[src/rtl/tft_bus_arbiter.sv]
// tft_bus_arbiter: round-robin owner of the single TFT byte interface.
// Each grant is held for a whole burst, so bytes from different drawing
// engines never interleave on the panel. An idle watchdog revokes a grant
// whose owner goes silent for IDLE_TO cycles.
// Ports:
//   clk, rst      system clock, synchronous active-high reset
//   req           per-requester burst request (level, held for the burst)
//   req_dc        per-requester dc bit (0 = command, 1 = data)
//   req_data      per-requester byte, requester i on bits [8i+7:8i]
//   req_transmit  per-requester one-cycle byte strobe
//   grant         one-hot (or zero) current owner
//   req_busy      per-requester busy, fed to each engine's tft_busy input
//   timeout       one-cycle pulse when the watchdog revokes a grant
//   tft_busy      serializer busy
//   tft_dc, tft_data, tft_transmit   muxed byte interface to the serializer
module tft_bus_arbiter #(
  parameter int unsigned NUM_REQ = 3,
  parameter int unsigned IDLE_TO = 1024
) (
  input  logic                   clk,
  input  logic                   rst,
  input  logic [NUM_REQ-1:0]     req,
  input  logic [NUM_REQ-1:0]     req_dc,
  input  logic [8*NUM_REQ-1:0]   req_data,
  input  logic [NUM_REQ-1:0]     req_transmit,
  output logic [NUM_REQ-1:0]     grant,
  output logic [NUM_REQ-1:0]     req_busy,
  output logic                   timeout,
  input  logic                   tft_busy,
  output logic                   tft_dc,
  output logic [7:0]             tft_data,
  output logic                   tft_transmit
);

  localparam int unsigned PW = (NUM_REQ > 1) ? $clog2(NUM_REQ) : 1;
  localparam int unsigned SW = PW + 1;
  localparam int unsigned CW = (IDLE_TO > 1) ? $clog2(IDLE_TO) : 1;
  localparam logic [CW-1:0] CNT_MAX = CW'(IDLE_TO - 1);

  localparam logic [1:0] ST_IDLE  = 2'd0;
  localparam logic [1:0] ST_OWN   = 2'd1;
  localparam logic [1:0] ST_DRAIN = 2'd2;

  logic [1:0]         state_q, state_d;
  logic [NUM_REQ-1:0] grant_q, grant_d;
  logic [PW-1:0]      own_q, own_d;
  logic [PW-1:0]      ptr_q, ptr_d;
  logic [CW-1:0]      cnt_q, cnt_d;
  logic [NUM_REQ-1:0] revoked_q, revoked_d;
  logic               dc_q, dc_d;
  logic [7:0]         data_q, data_d;
  logic               tx_q, tx_d;
  logic               timeout_q, timeout_d;

  logic [NUM_REQ-1:0] eligible;
  logic [SW-1:0]      cand;
  logic               pick_found;
  logic [PW-1:0]      pick_idx;
  logic [PW-1:0]      next_own;

  // A revoked requester stays ineligible until it drops req.
  assign eligible = req & ~revoked_q;
  assign next_own = (own_q == PW'(NUM_REQ - 1)) ? '0 : own_q + PW'(1);

  // Owner sees the serializer (plus the byte in flight); everyone else is held off.
  assign req_busy     = ~grant_q | {NUM_REQ{tft_busy | tx_q}};
  assign grant        = grant_q;
  assign timeout      = timeout_q;
  assign tft_dc       = dc_q;
  assign tft_data     = data_q;
  assign tft_transmit = tx_q;

  // Next-state and datapath logic.
  always_comb begin
    state_d    = state_q;
    grant_d    = grant_q;
    own_d      = own_q;
    ptr_d      = ptr_q;
    cnt_d      = cnt_q;
    revoked_d  = revoked_q & req;
    dc_d       = dc_q;
    data_d     = data_q;
    tx_d       = 1'b0;
    timeout_d  = 1'b0;
    pick_found = 1'b0;
    pick_idx   = '0;
    cand       = '0;

    // First eligible requester at or after ptr, wrapping.
    for (int unsigned k = 0; k < NUM_REQ; k++) begin
      cand = SW'(ptr_q) + SW'(k);
      if (cand >= SW'(NUM_REQ)) cand = cand - SW'(NUM_REQ);
      if (!pick_found && eligible[cand[PW-1:0]]) begin
        pick_found = 1'b1;
        pick_idx   = cand[PW-1:0];
      end
    end

    case (state_q)
      ST_IDLE: begin
        if (pick_found) begin
          grant_d = NUM_REQ'(1) << pick_idx;
          own_d   = pick_idx;
          cnt_d   = '0;
          state_d = ST_OWN;
        end
      end
      ST_OWN: begin
        // Owner byte is always forwarded, even on the cycle req falls.
        dc_d   = req_dc[own_q];
        data_d = req_data[{own_q, 3'b000} +: 8];
        tx_d   = req_transmit[own_q];
        if (!req[own_q]) begin
          grant_d = '0;
          ptr_d   = next_own;
          state_d = ST_DRAIN;
        end else if (req_transmit[own_q]) begin
          cnt_d = '0;
        end else if (cnt_q == CNT_MAX) begin
          timeout_d         = 1'b1;
          revoked_d[own_q]  = 1'b1;
          grant_d           = '0;
          ptr_d             = next_own;
          state_d           = ST_DRAIN;
        end else begin
          cnt_d = cnt_q + CW'(1);
        end
      end
      ST_DRAIN: begin
        // Never regrant while the last byte is still being shifted out.
        if (!tx_q && !tft_busy) state_d = ST_IDLE;
      end
      default: state_d = ST_IDLE;
    endcase
  end

  // State register.
  always_ff @(posedge clk) begin
    if (rst) begin
      state_q   <= ST_IDLE;
      grant_q   <= '0;
      own_q     <= '0;
      ptr_q     <= '0;
      cnt_q     <= '0;
      revoked_q <= '0;
      dc_q      <= 1'b1;
      data_q    <= 8'h00;
      tx_q      <= 1'b0;
      timeout_q <= 1'b0;
    end else begin
      state_q   <= state_d;
      grant_q   <= grant_d;
      own_q     <= own_d;
      ptr_q     <= ptr_d;
      cnt_q     <= cnt_d;
      revoked_q <= revoked_d;
      dc_q      <= dc_d;
      data_q    <= data_d;
      tx_q      <= tx_d;
      timeout_q <= timeout_d;
    end
  end

endmodule
[config.mk]
export PLATFORM = sky130hd
export DESIGN_NAME = tft_bus_arbiter
export DESIGN_NICKNAME = d
export VERILOG_FILES = /design/src/rtl/tft_bus_arbiter.sv
export SDC_FILE = /design/constraint.sdc
export NUM_CORES = 1
export LEC_CHECK = 0
export CAP_MARGIN = 20
export CORE_MARGIN = 5
export CORE_UTILIZATION = 47
export DETAILED_ROUTE_END_ITERATION = 10
export PLACE_DENSITY_LB_ADDON = 0.2
export SLEW_MARGIN = 20
export SYNTH_ARGS = -nofsm -noshare
export SYNTH_HDL_FRONTEND = slang
export SYNTH_SLANG_ARGS = --single-unit
[constraint.sdc]
create_clock -name clk -period 2.9 [get_ports clk]
set_input_delay 0.725 -clock clk [delete_from_list [all_inputs] [get_ports clk]]
set_output_delay 0.725 -clock clk [all_outputs]
set_load 0.005 [all_outputs]
# Yosys cells after proc, flatten, opt, wreduce, memory -nomap -nowiden
# Cells that the tools add are included.
[totals]
ff_bits = 33
latchBits = 0
ramBits = 0
mem_bits_ro = 0
in_bits = 36
output_inout_bits = 17
word_cells = 113
mem_count = 0
[op_classes]
add_sub_neg = 7
multipliers = 0
n_div = 0
magnitude_cmp = 8
eq_ne = 12
shifts = 2
n_mux = 48
bitwise = 9
reduce_logical = 17
[op_table]
columns = ["operator", "count"]
rows = [
  ["two-way mux 10 bit", 4],
  ["two-way mux 2 bit", 15],
  ["two-way mux 3 bit", 8],
  ["variable part select 24 x 6 -> 8 bit", 1],
  ["one-hot mux 10 bit (2 select lines)", 1],
  ["binary-select mux 1 bit (select 2 bit)", 6],
  ["less-than comparator 2 x 3 -> 1 bit, second input constant", 4],
  ["AND reduction 4 bit", 3],
  ["two-way mux 1 bit", 11],
  ["adder 10 x 1 -> 10 bit, second input constant", 1],
  ["equality test 10 bit, second input constant", 1],
  ["!= test 3 bit, second input constant", 3],
  ["!= test 2 bit, second input constant", 4],
  ["AND 3 bit", 2],
  [">= comparator 3 x 2 -> 1 bit, second input constant", 2],
  ["inverter 3 bit", 2],
  ["OR 3 bit", 2],
  ["one-hot mux 2 bit (3 select lines)", 1],
  ["one-hot mux 3 bit (2 select lines)", 1],
  ["subtractor 2 bit, second input constant", 3],
  ["equality test 2 bit, second input constant", 2],
  ["logical AND 1 bit", 4],
  ["logical NOT 1 bit", 4],
  ["OR reduction 4 bit", 1],
  ["other kinds (16)", 17],
]

# Longest topological paths before layout
[depth]
depth_word = 14
ltp_mapped = 10
depth_no_buf = 8

# Least setup slack after synthesis
# Ideal clock, no wire load.
[synth_path]
path_type = "input-to-reg"
start = "input req_transmit[0]"
end = "register cnt_q[1]"
setup_time_ns = 0.128
arrival_time_ns = 1.985
required_time_ns = 2.772
setup_slack_ns = 0.787
path_stages = 7
path_buffers = 1
cell_sequence = "mux2_4 > a22oi_4 > a32oi_4 > o311ai_1 > buf_4 > mux2i_1 > nor2_1"
[synth_between]
elab_chain_cells = 5
word_cells_on_any_way = 7
cone_classes = "eq/ne (1); mux (5); reduce/logical (1)"
[synth_rtl]
columns = ["element", "line", "rtl"]
rows = [
  ["from (decl)", "25", "input logic [NUM_REQ-1:0] req_transmit,"],
  ["binary-select mux 1 bit (select 2 bit) *", "117", "end else if (req_transmit[own_q]) begin"],
  ["two-way mux 1 bit (not written as such) *", "117", ""],
  ["two-way mux 10 bit", "117", ""],
  ["two-way mux 10 bit", "113", "if (!req[own_q]) begin"],
  ["one-hot mux 10 bit (2 select lines)", "99", "case (state_q)"],
  ["to (signal assigned)", "155", "cnt_q <= cnt_d;"],
  ["to (decl)", "48", "logic [CW-1:0] cnt_q, cnt_d;"],
]
# Every way passes the cells marked *; elsewhere a longest branch is shown, timed or not. The select of a mux whose other input is x is not followed.
# A chain may end at the register's enable or synchronous reset.

# Worst setup path after layout
[layout_path]
start = "input tft_busy"
end = "output req_busy[0]"
[layout_between]
elab_chain_cells = 2
[layout_rtl]
columns = ["element", "line", "rtl"]
rows = [
  ["from (decl)", "29", "input logic tft_busy,"],
  ["OR 1 bit", "66", "assign req_busy = ~grant_q | {NUM_REQ{tft_busy | tx_q}};"],
  ["OR 3 bit", "66", ""],
  ["to (decl)", "27", "output logic [NUM_REQ-1:0] req_busy,"],
]
# Every way passes these cells.

==> impl_metrics.py <==
metrics = {
    "clocking": {
        "clock_latency_ns": 0.28,
        "cts-root-buf": "clkbuf_8",
        "postCtsResizedCells": 0,
        "htree_levels": 2,
        "cts_sinks": 33,
        "max-clock-path-buffers": 2,
        "ctsHoldBuffers": 0,
        "postCtsSetupBuffers": 0,
        "clk_pin_slew_ns": 0.07,
        "cts_tree": "yes",
        "cts_made_buffers": 5,
    },
    "final_layout": {
        "nNetsFinal": 309,
        "layout_commonest_cell": "clkdlybuf4s50_1",
        "seq_area_um2": 661,
        "area_growth_pct": 34.9,
        "fill_cells": 345,
        "final_cell_mix": "52 x clkdlybuf4s50_1, 33 x dfxtp_1, 30 x nor2_1, 13 x nor3_1, 13 x a21oi_1",
        "diodes": 0,
        "multiInputGateArea_um2": 1100,
        "final_cell_area_um2": 2500,
        "drive_gt1_share_pct": 11.5,
        "utilization_pct": 66.7,
    },
    "global_routing": {
        "grtUsageTotal_pct": 18.4,
        "grt_overflow": 0,
        "antenna_found_initial": 0,
        "grt_first_pass_wirelength_um": 7690,
        "grt_max_degree": 16,
        "grt_pass1_vias": 1693,
    },
    "sta": {
        "hold_viol": 0,
        "setup_violations": 0,
        "fin_hold_ws_ns": 0.496,
        "tns_ns": 0,
        "fin_skew_ns": 0.00677,
        "slew_violations": 0,
        "tightest_slew_ns": 0.532,
        "fin_crit_sh_pct": 89.2,
        "max_freq_ghz": 0.386,
        "fin_crit_ns": 2.59,
        "rsz0062_at_grt": "false",
        "slew-limit-headroom_pct": 64.5,
        "post-route-worst-setup-slack_ns": 0.312,
    },
    "worst_hold_path": {
        "hp-class": "reg2reg",
    },
    "place": {
        "hpwl_um": 3470,
        "place_area_um2": 2410,
        "dp_slack_ns": 0.182,
        "portBuffers": 52,
        "gp_congestion": 0.863,
    },
    "setup_path": {
        "r2r_cells": 9,
        "reg2reg_slack_ns": 0.62,
        "startpoint": "tft_busy",
        "r2r_end": "cnt_q[1]",
        "cp-start-kind": "primary input",
        "r2r_start": "ptr_q[0]",
        "crit_path_end_kind": "output pin",
        "arrival_ns": 1.86,
        "critPathCapture": "req_busy[0]",
        "critPathRequiredTime_ns": 2.17,
        "critPathKind": "in2out",
        "cp_max_fo": 4,
    },
    "logic_synthesis": {
        "netlist_area_um2": 1850,
        "syn_area_per_cell_um2": 8.53,
        "synth_top_area_share_pct": 35.7,
        "synth_largest_area_cell": "dfxtp_1",
        "syn-instance-count": 217,
        "synth_edf_count": 0,
        "synth_nets": 257,
        "ys_seq_area_share_pct": 35.7,
        "synth_seq_cells": 33,
        "yosys_warnings": 0,
        "synth.area.top_cells": "dfxtp_1 36%, nor2_1 6.1%, mux2_2 5.5%, a221oi_1 4.3%, a21oi_1 3.5%",
        "ys.flop_type": "dfxtp_1",
        "synth_cell_type_count": 50,
        "async_flop_share_pct": 0,
    },
    "power_and_ir_drop": {
        "pwr-share-seq_pct": 41.9,
        "p_leak_nw": 0.914,
        "p_per_area_nw_per_um2": 505,
        "p_sw_uw": 379,
        "switching_share_pct": 30.1,
        "combPwrFrac_pct": 30.4,
        "ir_drop_v": 0.000318,
        "pwr-share-clk_pct": 27.7,
        "p_int_uw": 882,
    },
    "detailed_routing": {
        "totalWireLength_um": 4590,
        "dr.first_iter.drc_count": 151,
        "vias_per_cell": 5.61,
        "num_vias": 1777,
        "routedWlPerCell_um": 14.5,
        "drc": 0,
        "antenna_left": 0,
        "drtPass1Iterations": 5,
    },
    "run_status": {
        "status": "finished, final reports clean",
    },
    "floorplan": {
        "dieArea_um2": 5290,
        "die_h_um": 72.7,
        "die_w_um": 72.7,
        "initial_utilization_pct": 49.4,
        "core_um2": 3740,
        "ios": 53,
        "rows": 22,
    },
    "job": {
        "cap_violations": 0,
    },
}
==> flip-flops by register name, summed over array words and instances, names as in the netlist <==
| name | count |
|---|---|
| revoked_q | 3 |
| grant | 3 |
| timeout | 1 |
| cnt_q | 10 |
| tft_dc | 1 |
| state_q | 2 |
| tft_transmit | 1 |
| own_q | 2 |
| tft_data | 8 |
| ptr_q | 2 |
==> cell type report <==
type,count,share of cell area (%)
multi-input combinational,164,44.0
sequential,33,26.5
timing repair buffer,58,22.7
clock buffer,7,3.46
tap,48,2.41
inverter,7,1.05
==> cells in the mapped netlist, drive strengths merged, types with 3 or more instances <==
library cell and instances:
inv 7, nor3 13, buf 8, o21ai 7
a31oi 5, mux2 10, nand2b 3, a21oi 13
nor3b 3, nor2 30, nand3 7, dfxtp 33
and2 3, a221oi 9, nor2b 6, a22oi 4
mux2i 6, clkbuf 5, and3 3, ha 4
nand2 13
==> through the flow <==
step	power, mW	instances
after floorplan	0.763	217
after global placement	0.917	310
after detailed placement	0.921	310
after CTS	1.27	317
after global routing	1.33	317
final	1.26	317
==> worst min-delay path by stage <==
stage / cells after the start / start / slack [ns] / end
after CTS: 1 / grant[0] / 0.50 / grant[0]
after global routing: 1 / grant[0] / 0.51 / grant[0]
final: 1 / tft_dc / 0.50 / tft_dc
after detailed placement: 1 / tft_dc / 0.46 / tft_dc
after floorplan: 1 / tft_dc / 0.46 / tft_dc
after global placement: 1 / tft_dc / 0.44 / tft_dc
==> cells by family (layout without fill, tap and decap cells) <==
logic type	after synthesis	after routing	share of synthesized area, %
muxes	16	16	9.53
and+or+nand+nor	92	92	25.6
adders and majority gates	4	4	2.70
AOI/OAI and AO/OA	52	52	21.4
buffers and inverters	20	72	5.00
DFF	33	33	35.7
==> critical path, stage by stage <==
cell and delay [ns]:
clkdlybuf4s50_1 0.39, nor2_1 0.22, nand2_1 0.08, clkdlybuf4s50_1 0.44
==> power groups by stage <==
stage	registers, mW	clock network (mW)	logic, mW
4_1_cts	0.528	0.356	0.387
5_1_grt	0.534	0.377	0.420
3_3_place_gp	0.535	0	0.382
2_1_floorplan	0.527	0	0.237
6_report	0.528	0.349	0.384
3_5_place_dp	0.537	0	0.384
==> routing by layer <==
layer  part of all wire, %  track usage [%]
met1                    44             22.8
met2                    49             30.9
met3                   6.1             5.37
met4                   1.4             5.53
met5                     0                0
Note: power is estimated with default switching activity, not from simulation.
